[src/rtl/ex_mem_wb_pipe.sv]
// EX/MEM and MEM/WB pipeline registers with a data-memory sequencer that stalls EX while an access is outstanding.
// Optional stall-cycle counter output enabled by defining EX_MEM_STALL_COUNT_EN.
module ex_mem_wb_pipe #(
    parameter int DATA_W = 16,
    parameter int REG_W  = 4
) (
    input  logic              clk,
    input  logic              reset,
    input  logic              ex_valid,
    input  logic              ex_regWrite,
    input  logic              ex_memRead,
    input  logic              ex_memWrite,
    input  logic              ex_memToReg,
    input  logic [REG_W-1:0]  ex_rd,
    input  logic [DATA_W-1:0] ex_aluResult,
    input  logic [DATA_W-1:0] ex_storeData,
    input  logic              flush,
    input  logic [DATA_W-1:0] mem_rdata,
    input  logic              mem_ack,
    output logic              mem_req,
    output logic              mem_we,
    output logic [DATA_W-1:0] mem_addr,
    output logic [DATA_W-1:0] mem_wdata,
    output logic              ex_stall,
    output logic              EX_MEM_regWrite,
    output logic [REG_W-1:0]  EX_MEM_rd,
    output logic [DATA_W-1:0] EX_MEM_aluResult,
    output logic              MEM_WB_regWrite,
    output logic [REG_W-1:0]  MEM_WB_rd,
    output logic [DATA_W-1:0] MEM_WB_writeData
`ifdef EX_MEM_STALL_COUNT_EN
    ,
    output logic [15:0]       stall_cycles
`endif
);

    typedef enum logic [0:0] {
        ST_RUN  = 1'b0,
        ST_WAIT = 1'b1
    } state_e;

    state_e              state_q, state_d;

    logic                ex_mem_valid_q, ex_mem_valid_d;
    logic                ex_mem_regWrite_q, ex_mem_regWrite_d;
    logic                ex_mem_memRead_q, ex_mem_memRead_d;
    logic                ex_mem_memWrite_q, ex_mem_memWrite_d;
    logic                ex_mem_memToReg_q, ex_mem_memToReg_d;
    logic [REG_W-1:0]    ex_mem_rd_q, ex_mem_rd_d;
    logic [DATA_W-1:0]   ex_mem_alu_q, ex_mem_alu_d;
    logic [DATA_W-1:0]   ex_mem_store_q, ex_mem_store_d;

    logic                mem_wb_valid_q, mem_wb_valid_d;
    logic                mem_wb_regWrite_q, mem_wb_regWrite_d;
    logic [REG_W-1:0]    mem_wb_rd_q, mem_wb_rd_d;
    logic [DATA_W-1:0]   mem_wb_data_q, mem_wb_data_d;

    logic                memop_s;
    logic                stall_s;
    logic                ex_take_s;

    // Memory interface and stall are combinational so a same-cycle ack costs no wait state.
    always_comb begin
        memop_s  = ex_mem_valid_q & (ex_mem_memRead_q | ex_mem_memWrite_q);
        mem_req  = memop_s | (state_q == ST_WAIT);
        stall_s  = mem_req & ~mem_ack;
        ex_stall = stall_s;
        mem_we   = ex_mem_memWrite_q;
        mem_addr = ex_mem_alu_q;
        mem_wdata = ex_mem_store_q;
    end

    // Sequencer next state: RUN waits only when an access is not acked in its first cycle.
    always_comb begin
        state_d = state_q;
        case (state_q)
            ST_RUN: begin
                if (memop_s && !mem_ack) begin
                    state_d = ST_WAIT;
                end else begin
                    state_d = ST_RUN;
                end
            end
            ST_WAIT: begin
                if (mem_ack) begin
                    state_d = ST_RUN;
                end else begin
                    state_d = ST_WAIT;
                end
            end
            default: state_d = ST_RUN;
        endcase
    end

    // Pipeline register next values: advance both stages, or hold EX/MEM and bubble MEM/WB.
    always_comb begin
        ex_take_s         = ex_valid & ~flush;
        ex_mem_valid_d    = ex_mem_valid_q;
        ex_mem_regWrite_d = ex_mem_regWrite_q;
        ex_mem_memRead_d  = ex_mem_memRead_q;
        ex_mem_memWrite_d = ex_mem_memWrite_q;
        ex_mem_memToReg_d = ex_mem_memToReg_q;
        ex_mem_rd_d       = ex_mem_rd_q;
        ex_mem_alu_d      = ex_mem_alu_q;
        ex_mem_store_d    = ex_mem_store_q;
        mem_wb_valid_d    = 1'b0;
        mem_wb_regWrite_d = 1'b0;
        mem_wb_rd_d       = mem_wb_rd_q;
        mem_wb_data_d     = mem_wb_data_q;
        if (!stall_s) begin
            mem_wb_valid_d    = ex_mem_valid_q;
            mem_wb_regWrite_d = ex_mem_valid_q & ex_mem_regWrite_q;
            mem_wb_rd_d       = ex_mem_rd_q;
            if (ex_mem_memToReg_q) begin
                mem_wb_data_d = mem_rdata;
            end else begin
                mem_wb_data_d = ex_mem_alu_q;
            end
            ex_mem_valid_d    = ex_take_s;
            ex_mem_regWrite_d = ex_take_s & ex_regWrite;
            ex_mem_memRead_d  = ex_take_s & ex_memRead;
            ex_mem_memWrite_d = ex_take_s & ex_memWrite;
            ex_mem_memToReg_d = ex_memToReg;
            ex_mem_rd_d       = ex_rd;
            ex_mem_alu_d      = ex_aluResult;
            ex_mem_store_d    = ex_storeData;
        end else begin
            mem_wb_valid_d    = 1'b0;
            mem_wb_regWrite_d = 1'b0;
        end
    end

    // State registers with synchronous reset; reset also abandons any access in flight.
    always_ff @(posedge clk) begin
        if (reset) begin
            state_q           <= ST_RUN;
            ex_mem_valid_q    <= 1'b0;
            ex_mem_regWrite_q <= 1'b0;
            ex_mem_memRead_q  <= 1'b0;
            ex_mem_memWrite_q <= 1'b0;
            ex_mem_memToReg_q <= 1'b0;
            ex_mem_rd_q       <= {REG_W{1'b0}};
            ex_mem_alu_q      <= {DATA_W{1'b0}};
            ex_mem_store_q    <= {DATA_W{1'b0}};
            mem_wb_valid_q    <= 1'b0;
            mem_wb_regWrite_q <= 1'b0;
            mem_wb_rd_q       <= {REG_W{1'b0}};
            mem_wb_data_q     <= {DATA_W{1'b0}};
        end else begin
            state_q           <= state_d;
            ex_mem_valid_q    <= ex_mem_valid_d;
            ex_mem_regWrite_q <= ex_mem_regWrite_d;
            ex_mem_memRead_q  <= ex_mem_memRead_d;
            ex_mem_memWrite_q <= ex_mem_memWrite_d;
            ex_mem_memToReg_q <= ex_mem_memToReg_d;
            ex_mem_rd_q       <= ex_mem_rd_d;
            ex_mem_alu_q      <= ex_mem_alu_d;
            ex_mem_store_q    <= ex_mem_store_d;
            mem_wb_valid_q    <= mem_wb_valid_d;
            mem_wb_regWrite_q <= mem_wb_regWrite_d;
            mem_wb_rd_q       <= mem_wb_rd_d;
            mem_wb_data_q     <= mem_wb_data_d;
        end
    end

    // Forwarding-facing outputs come straight from flops.
    always_comb begin
        EX_MEM_regWrite  = ex_mem_valid_q & ex_mem_regWrite_q;
        EX_MEM_rd        = ex_mem_rd_q;
        EX_MEM_aluResult = ex_mem_alu_q;
        MEM_WB_regWrite  = mem_wb_valid_q & mem_wb_regWrite_q;
        MEM_WB_rd        = mem_wb_rd_q;
        MEM_WB_writeData = mem_wb_data_q;
    end

`ifdef EX_MEM_STALL_COUNT_EN
    logic [15:0] stall_cnt_q, stall_cnt_d;

    // Saturating count of stalled cycles.
    always_comb begin
        if (stall_s && (stall_cnt_q != 16'hFFFF)) begin
            stall_cnt_d = stall_cnt_q + 16'd1;
        end else begin
            stall_cnt_d = stall_cnt_q;
        end
    end

    // Counter register.
    always_ff @(posedge clk) begin
        if (reset) begin
            stall_cnt_q <= 16'd0;
        end else begin
            stall_cnt_q <= stall_cnt_d;
        end
    end

    assign stall_cycles = stall_cnt_q;
`endif

endmodule

[config.mk]
export PLATFORM = sky130hd
export DESIGN_NAME = ex_mem_wb_pipe
export DESIGN_NICKNAME = d
export VERILOG_FILES = /design/src/rtl/ex_mem_wb_pipe.sv
export SDC_FILE = /design/constraint.sdc
export NUM_CORES = 1
export LEC_CHECK = 0
export CAP_MARGIN = 10
export CORE_ASPECT_RATIO = 1.25
export CORE_UTILIZATION = 55
export DETAILED_ROUTE_END_ITERATION = 10
export DONT_BUFFER_PORTS = 1
export PLACE_DENSITY = 0.76
export SETUP_SLACK_MARGIN = 0.3
export SLEW_MARGIN = 5
export SYNTH_ARGS = -nofsm -noshare
export SYNTH_HDL_FRONTEND = slang
export SYNTH_SLANG_ARGS = --single-unit
[constraint.sdc]
create_clock -name clk -period 3.4 [get_ports clk]
set_clock_uncertainty 0.1 [all_clocks]
set_input_delay 0.51 -clock clk [delete_from_list [all_inputs] [get_ports clk]]
set_output_delay 0.51 -clock clk [all_outputs]
set_load 0.03 [all_outputs]
Word level (Yosys, flattened, before mapping):

Index checks and enable logic that the tools add are counted.

* flip-flop bits (word level): 64
* memory bits (read-only): 0
* memories: 0
* output and inout bits: 77
* memory bits (writable): 0
* bits in latches: 0

* multiplexer cells: 4
* shifts and indexed selects: 0
* magnitude comparators: 0
* add/subtract/negate cells: 0
* bitwise operators: 13
* multipliers: 0
* reductions and logical operators: 3
* divide/modulo/power cells: 0
* equality and inequality tests: 0

Operators with widths (number)
* $mux W16: 1
* $and A1 B1 Y1: 8
* $not A1 Y1: 3
* $mux W1: 2
* $or A1 B1 Y1: 2
* $pmux W1 S2: 1
* $reduce_or A2 Y1: 1
* $logic_and A1 B1 Y1: 1
* $logic_not A1 Y1: 1

Depth between registers and ports, before layout:

Gate-level depths: netlist (run 1).

* depth after elaboration: 5
* mapped depth: 6
* gate-level depth less buffers: 4

Worst setup path after synthesis (run 1):

No wires, ideal clock.

* path type: reg2out
* start: register ex_mem_memWrite_q, in the netlist mem_we
* end: output port mem_req
* data required time: 2790 ps
* setup slack: 1488 ps
* buffers on the path: 2
* arrival time: 1302 ps
* cell stages (with the launch flop): 5
* cell sequence: dfxtp_1 > o21a_1 > buf_6 > buf_2 > or2_2

* word-level cells in the longest chain between the ends: 3

RTL lines
* from (decl): line 47 `logic ex_mem_memWrite_q, ex_mem_memWrite_d;`
* from (signal assigned): line 154 `ex_mem_memWrite_q <= ex_mem_memWrite_d;`
* $or A1 B1 Y1: line 64 `memop_s = ex_mem_valid_q & (ex_mem_memRead_q | ex_mem_memWrite_q);`
* $and A1 B1 Y1: line 64
* $or A1 B1 Y1: line 65 `mem_req = memop_s | (state_q == ST_WAIT);`
* to (decl): line 20 `output logic mem_req,`

No other way between the ends.

Final worst setup path (run 1):

* start: register ex_mem_memWrite_q, in the netlist mem_we
* end: output port ex_stall

* word-level cells in the longest chain between the ends: 4

RTL lines
* $or A1 B1 Y1: line 64
* $and A1 B1 Y1: line 64
* $or A1 B1 Y1: line 65
* $and A1 B1 Y1: line 66 `stall_s = mem_req & ~mem_ack;`
* to (decl): line 24 `output logic ex_stall,`

No other way between the ends.

==> impl_metrics.py, run 1 <==
metrics = {
    "power": {
        "powerDensity_nw_per_um2": 578,
        "intPower_mw": 1.21,
        "vdd_drop_max_v": 0.000300,
        "seqPwrFrac_pct": 55.3,
        "clkPwrFrac_pct": 39.0,
        "p_total_mw": 1.67,
        "p_switching_mw": 0.466,
        "p_leak_nw": 1.07,
        "combPwrFrac_pct": 5.8,
        "swShare_pct": 27.8,
    },
    "logic_synthesis": {
        "yosysMostFrequentCell": "dfxtp_1",
        "synth-seq-cells": 64,
        "synth_top_area_share_pct": 44.7,
        "yosysTopAreaCell": "dfxtp_1",
        "netlist_instances": 306,
        "yosysSeqAreaShare_pct": 44.7,
        "yosysWarnings": 0,
        "synth.distinct_cells": 27,
        "synth_area_per_cell_um2": 9.37,
        "synth_fp_nets": 367,
        "synth_edf_count": 0,
        "synth_top_flop_cell": "dfxtp_1",
        "synth_commonest_cells": "dfxtp_1 (64), o21ai_0 (55), o211ai_1 (38)",
        "synth.cell_area_um2": 2870,
        "ys_top_cells_by_area": "dfxtp_1 (45%), o211ai_1 (9.9%), o21ai_0 (9.6%), mux2i_1 (7.0%), a21oi_1 (5.9%)",
        "async_flop_share_pct": 0,
    },
    "sta": {
        "drv_slew": 0,
        "tightest_slew_ns": 0.952,
        "finalSetupViolations": 0,
        "max_clock_freq_mhz": 369,
        "rsz0062_at_grt": "no",
        "whs_ns": 0.142,
        "finalHoldViolations": 0,
        "max_slew_margin_pct": 36.5,
        "min_period_ns": 2.71,
        "fin_crit_sh_pct": 79.7,
        "fin_setup_tns_ns": 0,
    },
    "status": {
        "outcome": "finished, final reports clean",
    },
    "cts": {
        "cts.sinks": 64,
        "cts_buffers": 9,
        "path_clk_slew_ns": 0.07,
        "cts_tree": "yes",
        "root_buffer": "clkbuf_8",
        "cts_htree_levels": 3,
        "cts_hold_buf": 0,
        "post_cts_buffers": 0,
        "clk_latency_ns": 0.33,
        "clockBufferDepth": 2,
        "post_cts_resized": 0,
    },
    "floorplan": {
        "num_rows": 29,
        "initial_core_util_pct": 56.9,
        "die_w_um": 66.6,
        "boundaryPins": 138,
        "core_area_um2": 5040,
        "die_y_um": 82.7,
        "dieArea_um2": 5510,
    },
    "detailed_routing": {
        "dr.pass1.iters": 4,
        "viasPerCell": 6.55,
        "postRouteWirelength_um": 6810,
        "avgRoutedWirePerCell_um": 20.0,
        "ant_nets": 0,
        "drt_iter0_markers": 126,
        "num_vias": 2234,
        "drc": 0,
    },
    "cells_and_area": {
        "syn_to_final_growth_pct": 0.960,
        "antenna_cells": 0,
        "final_nets": 335,
        "drive_gt1_share_pct": 9.32,
    },
    "global_route": {
        "antenna_found_initial": 0,
        "grt_pass1_vias": 1944,
        "gr-usage-all-layers_pct": 23.5,
        "grt_max_degree": 43,
        "grt_pass1_wl_um": 9580,
        "grt_overflow": 0,
    },
    "place": {
        "dp_hpwl_um": 4450,
        "place_congestion": 0.753,
        "portBuffers": 0,
    },
    "flow_run": {
        "drv_cap": 0,
    },
    "worst_setup_path": {
        "r2r_end": "ex_mem_memRead_q$_SDFFE_PP0N_",
        "critPathLaunchType": "flop",
        "reg2reg_slack_ns": 1.26,
        "worstSetupPathType": "flop to output pin",
        "r2r_start": "mem_we$_SDFFE_PP0N_",
        "r2r_cells": 4,
        "cp.required_ns": 2.79,
        "critical_path_arrival_ns": 2.10,
        "path_max_fanout": 23,
        "end_kind": "output pin",
    },
    "hold_path": {
        "hp-start": "reset",
        "holdPathStages": 1,
        "min_path_type": "input port to flop",
        "min_to": "mem_wdata[13]$_SDFFE_PP0N_",
    },
}
-- cell type report --
cell class,instances,area (um2)
inverters,4,17.5
clock inverters,3,40.0
multi-input cells,189,1270
well taps,62,77.6
clock buffers,13,159
repair buffers,6,45.0
flip-flops and latches,64,1280
fillers,458,2150
-- registers in the layout, summed over array words and instances, names as in the netlist --
| name | cells |
|---|---|
| EX_MEM_aluResult | 16 |
| MEM_WB_writeData | 16 |
| mem_wdata | 16 |
| EX_MEM_rd | 4 |
| MEM_WB_rd | 4 |
| ex_mem_memRead_q | 1 |
| ex_mem_memToReg_q | 1 |
| ex_mem_regWrite_q | 1 |
| ex_mem_valid_q | 1 |
| mem_wb_regWrite_q | 1 |
| mem_wb_valid_q | 1 |
| mem_we | 1 |
| state_q | 1 |
-- logic make-up (layout without fill, tap and decap cells) --
family | after synthesis | count (layout) | synth area share (%)
buf+inv | 53 | 26 | 11.1
compound gates | 149 | 149 | 33.1
simple gates | 20 | 20 | 4.15
flops | 64 | 64 | 44.7
mux | 20 | 20 | 6.98
-- worst max-delay path by stage --
| stage | from | to | slack, ns | cells after the start |
|---|---|---|---|---|
| after global routing | mem_we$_SDFFE_PP0N_ | ex_stall | 0.59 | 3 |
| after CTS | mem_we$_SDFFE_PP0N_ | ex_stall | 0.66 | 3 |
| final | mem_we$_SDFFE_PP0N_ | ex_stall | 0.69 | 3 |
| after detailed placement | mem_we$_SDFFE_PP0N_ | ex_stall | 1.04 | 3 |
| after global placement | mem_we$_SDFFE_PP0N_ | ex_stall | 1.07 | 3 |
| after floorplan | mem_we$_SDFFE_PP0N_ | mem_req | 1.49 | 4 |
-- metrics by stage --
| stage | area [um2] | setup slack (ns) | util (%) | cells |
|---|---|---|---|---|
| floorplan | 2870 | 1.49 | - | 306 |
| global placement | 2700 | 1.07 | 53.5 | 325 |
| detailed placement | 2700 | 1.04 | 53.5 | 325 |
| CTS | 2900 | 0.662 | 57.4 | 341 |
| global route | 2900 | 0.587 | 57.4 | 341 |
| finish | 2900 | 0.691 | 57.4 | 341 |
-- layer usage --
metal	wire length (um)	up-vias	GRT usage [%]
met2	3360	109	40.5
met4	149	0	10.0
met1	2750	1063	25.4
li1	-	1048	-
met3	558	14	9.07
met5	0	-	0
-- placed cells by master (no fill, tap or decap), types with 2 or more instances in the layout --
cell type  synthesis  routed
inv_1              2       2
o2111ai_1          2       2
nand2_1            9       9
buf_4             18       6
o21ai_0           55      55
o211ai_1          38      38
clkinv_2           0       2
nor2_1             2       2
nand4_1            2       2
and2_1             2       2
mux2i_1           20      20
clkbuf_8           0      11
dfxtp_1           64      64
a21oi_1           34      34
clkbuf_1          16       2
o211a_1           16      16
or3b_1             2       2
-- power groups by stage --
stage	logic [mW]	clock network [mW]	registers [mW]
final	0.0968	0.652	0.925
after floorplan	0.127	0	0.904
after global placement	0.0940	0	0.942
after CTS	0.0969	0.666	0.926
after detailed placement	0.0967	0	0.943
after global routing	0.108	0.700	0.932
-- worst max-delay path, cell delays in order (launching register included) --
cell	delay, ns
dfxtp_1	0.59
o21a_1	0.62
o21ai_4	0.30
inv_4	0.26
Power figures use the tool's default switching activity.
==> run 2, diff against run 1 <==
==> constraint.sdc (replaced) <==
create_clock -name clk -period 2.59 [get_ports clk]
set_clock_uncertainty 0.1 [all_clocks]
set_input_delay 0.3885 -clock clk [delete_from_list [all_inputs] [get_ports clk]]
set_output_delay 0.3885 -clock clk [all_outputs]
set_load 0.03 [all_outputs]
==> run 2 against run 1 <==
Effect of this change: count of clock-buffer cells in the layout is 1 lower; global-route usage is 0.95 points higher; wire length is 3.8% higher.
==> impl_metrics.py, run 2 (synthesis gave the netlist of run 1 again) <==
metrics = {
    "status": {
        "outcome": "finished, final reports clean",
    },
    "cells_and_area": {
        "fin_cells": 346,
        "finish.instance_area_um2": 2900,
        "final_common_cell": "dfxtp_1",
        "syn_to_final_growth_pct": 1.18,
        "drive_gt1_share_pct": 10.6,
        "final_nets": 340,
        "fillers": 466,
        "final_core_util_pct": 57.5,
        "mostFrequentLayoutCells": "dfxtp_1 (64), o21ai_0 (55), o211ai_1 (38)",
        "antenna_cells": 0,
    },
    "sta": {
        "tightest_slew_ns": 0.745,
        "rsz0062_at_grt": "no",
        "drv_slew": 0,
        "fin_crit_sh_pct": 84.4,
        "max_clock_freq_mhz": 457,
        "finalHoldViolations": 0,
        "fin_setup_tns_ns": 0,
        "min_period_ns": 2.19,
        "max_slew_margin_pct": 50.2,
        "finalSetupViolations": 0,
    },
    "power": {
        "clkPwrFrac_pct": 35.0,
        "intPower_mw": 1.46,
        "combPwrFrac_pct": 6.8,
        "p_leak_nw": 1.08,
        "vdd_drop_max_v": 0.000593,
        "swShare_pct": 29.5,
        "p_switching_mw": 0.613,
        "powerDensity_nw_per_um2": 715,
        "seqPwrFrac_pct": 58.2,
    },
    "floorplan": {
        "boundaryPins": 138,
        "dieArea_um2": 5510,
        "num_rows": 29,
        "die_w_um": 66.6,
        "core_area_um2": 5040,
        "die_y_um": 82.7,
        "initial_core_util_pct": 56.9,
    },
    "global_route": {
        "gr-usage-all-layers_pct": 24.4,
        "grt_pass1_wl_um": 9850,
        "grt_max_degree": 39,
        "grt_pass1_vias": 2048,
        "grt_overflow": 0,
        "antenna_found_initial": 0,
    },
    "worst_setup_path": {
        "end_kind": "output pin",
        "path_max_fanout": 11,
        "critPathLaunchType": "flop",
        "critical_path_arrival_ns": 1.70,
        "worstSetupPathType": "flop to output pin",
        "cp.required_ns": 2.10,
    },
    "detailed_routing": {
        "viasPerCell": 6.59,
        "dr.pass1.iters": 4,
        "ant_nets": 0,
        "drt_iter0_markers": 171,
        "num_vias": 2281,
        "avgRoutedWirePerCell_um": 20.4,
        "postRouteWirelength_um": 7070,
        "drc": 0,
    },
    "place": {
        "placed_area_um2": 2730,
        "dpl.cell_count": 329,
        "place_congestion": 0.729,
        "dp_hpwl_um": 4590,
        "portBuffers": 0,
    },
    "hold_path": {
        "min_path_type": "input port to flop",
    },
    "cts": {
        "cts_buffers": 9,
        "cts_htree_levels": 3,
        "cts_tree": "yes",
        "root_buffer": "clkbuf_8",
        "path_clk_slew_ns": 0.07,
        "clockBufferDepth": 2,
        "clk_latency_ns": 0.33,
        "cts.sinks": 64,
    },
    "flow_run": {
        "drv_cap": 0,
    },
}
run 2: power by group through the flow:
stage          Clock [mW]  Sequential, mW  Combinational [mW]
2_1_floorplan           0            1.19               0.167
3_3_place_gp            0            1.23               0.132
3_5_place_dp            0            1.23               0.137
4_1_cts             0.743            1.21               0.137
5_1_grt             0.791            1.22               0.156
6_report            0.726            1.21               0.140
run 2: stage by stage:
| step | setup slack [ns] | total power [mW] | hold slack [ns] |
|---|---|---|---|
| global route | 0.314 | 2.16 | -0.000305 |
| detailed placement | 0.692 | 1.37 | 0.364 |
| global placement | 0.741 | 1.36 | 0.362 |
| floorplan | 0.800 | 1.35 | 0.368 |
| finish | 0.403 | 2.07 | 0.0224 |
| CTS | 0.393 | 2.09 | 0.00134 |
run 2: worst paths after layout:
check	start	endpoint	slack, ns	depth (start not counted)
setup / recovery	mem_we$_SDFFE_PP0N_	ex_stall	0.40	3
hold / removal	reset	EX_MEM_aluResult[0]$_SDFFE_PP0N_	0.02	1
setup reg to reg	mem_we$_SDFFE_PP0N_	EX_MEM_aluResult[8]$_SDFFE_PP0N_	0.67	4
hold reg to reg	ex_mem_regWrite_q$_SDFFE_PP0N_	ex_mem_regWrite_q$_SDFFE_PP0N_	0.41	2
run 2: area by class of cell:
type	instances	area (um2)	area share, %
Sequential cell	64	1280	44.2
Multi-Input combinational cell	189	1270	43.9
Inverter	4	17.5	0.604
Tap cell	62	77.6	2.67
Clock inverter	4	20.0	0.690
Clock buffer	12	145	5.00
Timing Repair Buffer	11	85.1	2.93
run 2: timing repair:
| action | 4_1_cts | 5_1_grt |
|---|---|---|
| gates resized for setup | 0 | 0 |
| endpoints found under the hold margin | 0 | 6 |
| hold buffers | 0 | 1 |
| setup endpoints to repair | 0 | 0 |
| buffers inserted | 0 | 0 |
run 2: worst max-delay path, cell delays in order, from the launching register on:
cell	delay (ns)
dfxtp_1	0.60
o21a_1	0.47
o21ai_4	0.12
inv_4	0.18
run 2: metal layers:
layer | routed length [um] | track usage (%)
met1 | 2800 | 26.6
met2 | 3520 | 41.0
met3 | 596 | 9.20
met4 | 153 | 12.8
met5 | 0 | 0
==> run 3, diff against run 2 <==
==> constraint.sdc (replaced) <==
create_clock -name clk -period 2.2 [get_ports clk]
set_clock_uncertainty 0.1 [all_clocks]
set_input_delay 0.33 -clock clk [delete_from_list [all_inputs] [get_ports clk]]
set_output_delay 0.33 -clock clk [all_outputs]
set_load 0.03 [all_outputs]
==> run 3 against run 2 <==
Effect of this change: sequential share of layout area down 1.9 points; critical path type unchanged; critical endpoint is now mem_req; count of clock-buffer cells in the layout up 1; register-to-register slack worse by 0.02 ns; highest routed layer unchanged; sequential power up 14%; design area up 4.6%; non-clock buffer count up 10.
==> impl_metrics.py, run 3 (synthesis gave the netlist of run 1 again) <==
metrics = {
    "cts": {
        "root_buffer": "clkbuf_8",
        "cts_tree": "yes",
        "cts.sinks": 64,
        "clockBufferDepth": 2,
        "path_clk_slew_ns": 0.07,
        "cts_buffers": 9,
        "clk_latency_ns": 0.33,
        "cts_htree_levels": 3,
        "post_cts_buffers": 0,
    },
    "cells_and_area": {
        "mostFrequentLayoutCells": "dfxtp_1 (63), o21ai_0 (55), o211ai_1 (38)",
        "drive_gt1_share_pct": 14.6,
        "antenna_cells": 0,
        "final_nets": 350,
        "syn_to_final_growth_pct": 5.85,
        "finish.instance_area_um2": 3040,
        "final_common_cell": "dfxtp_1",
    },
    "detailed_routing": {
        "dr.pass1.iters": 4,
        "drt_iter0_markers": 211,
        "avgRoutedWirePerCell_um": 19.6,
        "drc": 0,
        "postRouteWirelength_um": 6990,
        "num_vias": 2327,
        "ant_nets": 0,
        "viasPerCell": 6.54,
    },
    "floorplan": {
        "die_w_um": 66.6,
        "core_area_um2": 5040,
        "num_rows": 29,
        "boundaryPins": 138,
        "initial_core_util_pct": 56.9,
        "dieArea_um2": 5510,
        "die_y_um": 82.7,
    },
    "worst_setup_path": {
        "cpPeakStageDelay_ns": 0.40,
        "cp.required_ns": 1.77,
        "critPathLaunchType": "flop",
        "critical_path_arrival_ns": 1.35,
        "path_max_fanout": 9,
        "cp.buffers_inverters": 0,
        "end_kind": "output pin",
        "worstSetupPathType": "flop to output pin",
        "path_delay_family": "simple AND/OR/NAND/NOR gates",
        "cp_slowest_cell": "or2_2",
        "path_cells": "o21a_2, or2_2",
        "reg2reg_slack_ns": 0.65,
    },
    "place": {
        "placed_area_um2": 2810,
        "place_congestion": 0.703,
        "portBuffers": 0,
        "dp_hpwl_um": 4610,
    },
    "power": {
        "vdd_drop_max_v": 0.000495,
        "intPower_mw": 1.89,
        "seqPwrFrac_pct": 52.7,
        "powerDensity_nw_per_um2": 862,
        "clkPwrFrac_pct": 38.5,
        "p_leak_nw": 1.16,
        "p_switching_mw": 0.732,
        "combPwrFrac_pct": 8.8,
        "swShare_pct": 27.9,
    },
    "status": {
        "outcome": "finished, final reports clean",
    },
    "sta": {
        "finalSetupViolations": 0,
        "finalHoldViolations": 0,
        "max_slew_margin_pct": 53.6,
        "min_period_ns": 1.78,
        "max_clock_freq_mhz": 561,
        "fin_setup_tns_ns": 0,
        "drv_slew": 0,
        "rsz0062_at_grt": "no",
        "fin_crit_sh_pct": 81.0,
        "tightest_slew_ns": 0.696,
    },
    "global_route": {
        "grt_max_degree": 43,
        "gr-usage-all-layers_pct": 25.1,
        "grt_pass1_vias": 2047,
        "grt_pass1_wl_um": 10200,
        "antenna_found_initial": 0,
        "grt_overflow": 0,
    },
    "hold_path": {
        "min_path_type": "input port to flop",
    },
    "flow_run": {
        "drv_cap": 0,
    },
}
## run 3: path summary, 6_finish.rpt
check / startpoint / to / cells past startpoint
worst min-delay path: ex_storeData[4] / mem_wdata[4]$_SDFFE_PP0N_ / 2
worst max register to register: state_q$_SDFF_PP0_ / MEM_WB_writeData[14]$_SDFFE_PP0N_ / 5
worst min register to register: ex_mem_regWrite_q$_SDFFE_PP0N_ / mem_wb_regWrite_q$_SDFF_PP0_ / 1
worst max-delay path: ex_mem_memRead_q$_SDFFE_PP0N_ / mem_req / 2
## run 3: per-stage QoR
| step | hold WS, ns | power [mW] | setup WS [ns] | utilization [%] | instances |
|---|---|---|---|---|---|
| 2_1_floorplan | 0.368 | 1.59 | 0.468 | - | 306 |
| 3_3_place_gp | 0.303 | 1.62 | 0.608 | 55.8 | 339 |
| 3_5_place_dp | 0.307 | 1.62 | 0.564 | 55.8 | 339 |
| 4_1_cts | 0.0436 | 2.64 | 0.333 | 60.1 | 356 |
| 5_1_grt | 0.0519 | 2.72 | 0.382 | 60.2 | 356 |
| 6_report | 0.0522 | 2.62 | 0.418 | 60.2 | 356 |
## run 3: cell type report
cell class / count / area, um2
Tap cell: 62 / 77.6
Clock inverter: 3 / 40.0
Clock buffer: 13 / 159
Fill cell: 452 / 2010
Sequential cell: 64 / 1280
Timing Repair Buffer: 21 / 183
Inverter: 4 / 17.5
Multi-Input combinational cell: 189 / 1280
## run 3: routing by layer
layer | GRT usage [%] | wire, um | up-vias | part of all wire, %
li1 | - | - | 1082 | -
met1 | 30.9 | 2830 | 1117 | 40
met2 | 39.8 | 3420 | 116 | 49
met3 | 7.01 | 615 | 12 | 8.8
met4 | 12.8 | 121 | 0 | 1.7
met5 | 0 | 0 | - | 0
## run 3: power by group through the flow
| stage | registers (mW) | logic (mW) | clock network (mW) |
|---|---|---|---|
| final | 1.38 | 0.231 | 1.01 |
| after global routing | 1.39 | 0.255 | 1.08 |
| after CTS | 1.38 | 0.231 | 1.02 |
| after detailed placement | 1.41 | 0.218 | 0 |
| after global placement | 1.41 | 0.212 | 0 |
| after floorplan | 1.40 | 0.196 | 0 |
## run 3: repair_timing
item | CTS | global route
endpoints found under the setup margin | 0 | 2
endpoints found under the hold margin | 35 | 0
resized for setup | 0 | 2
hold buffers | 1 | 0
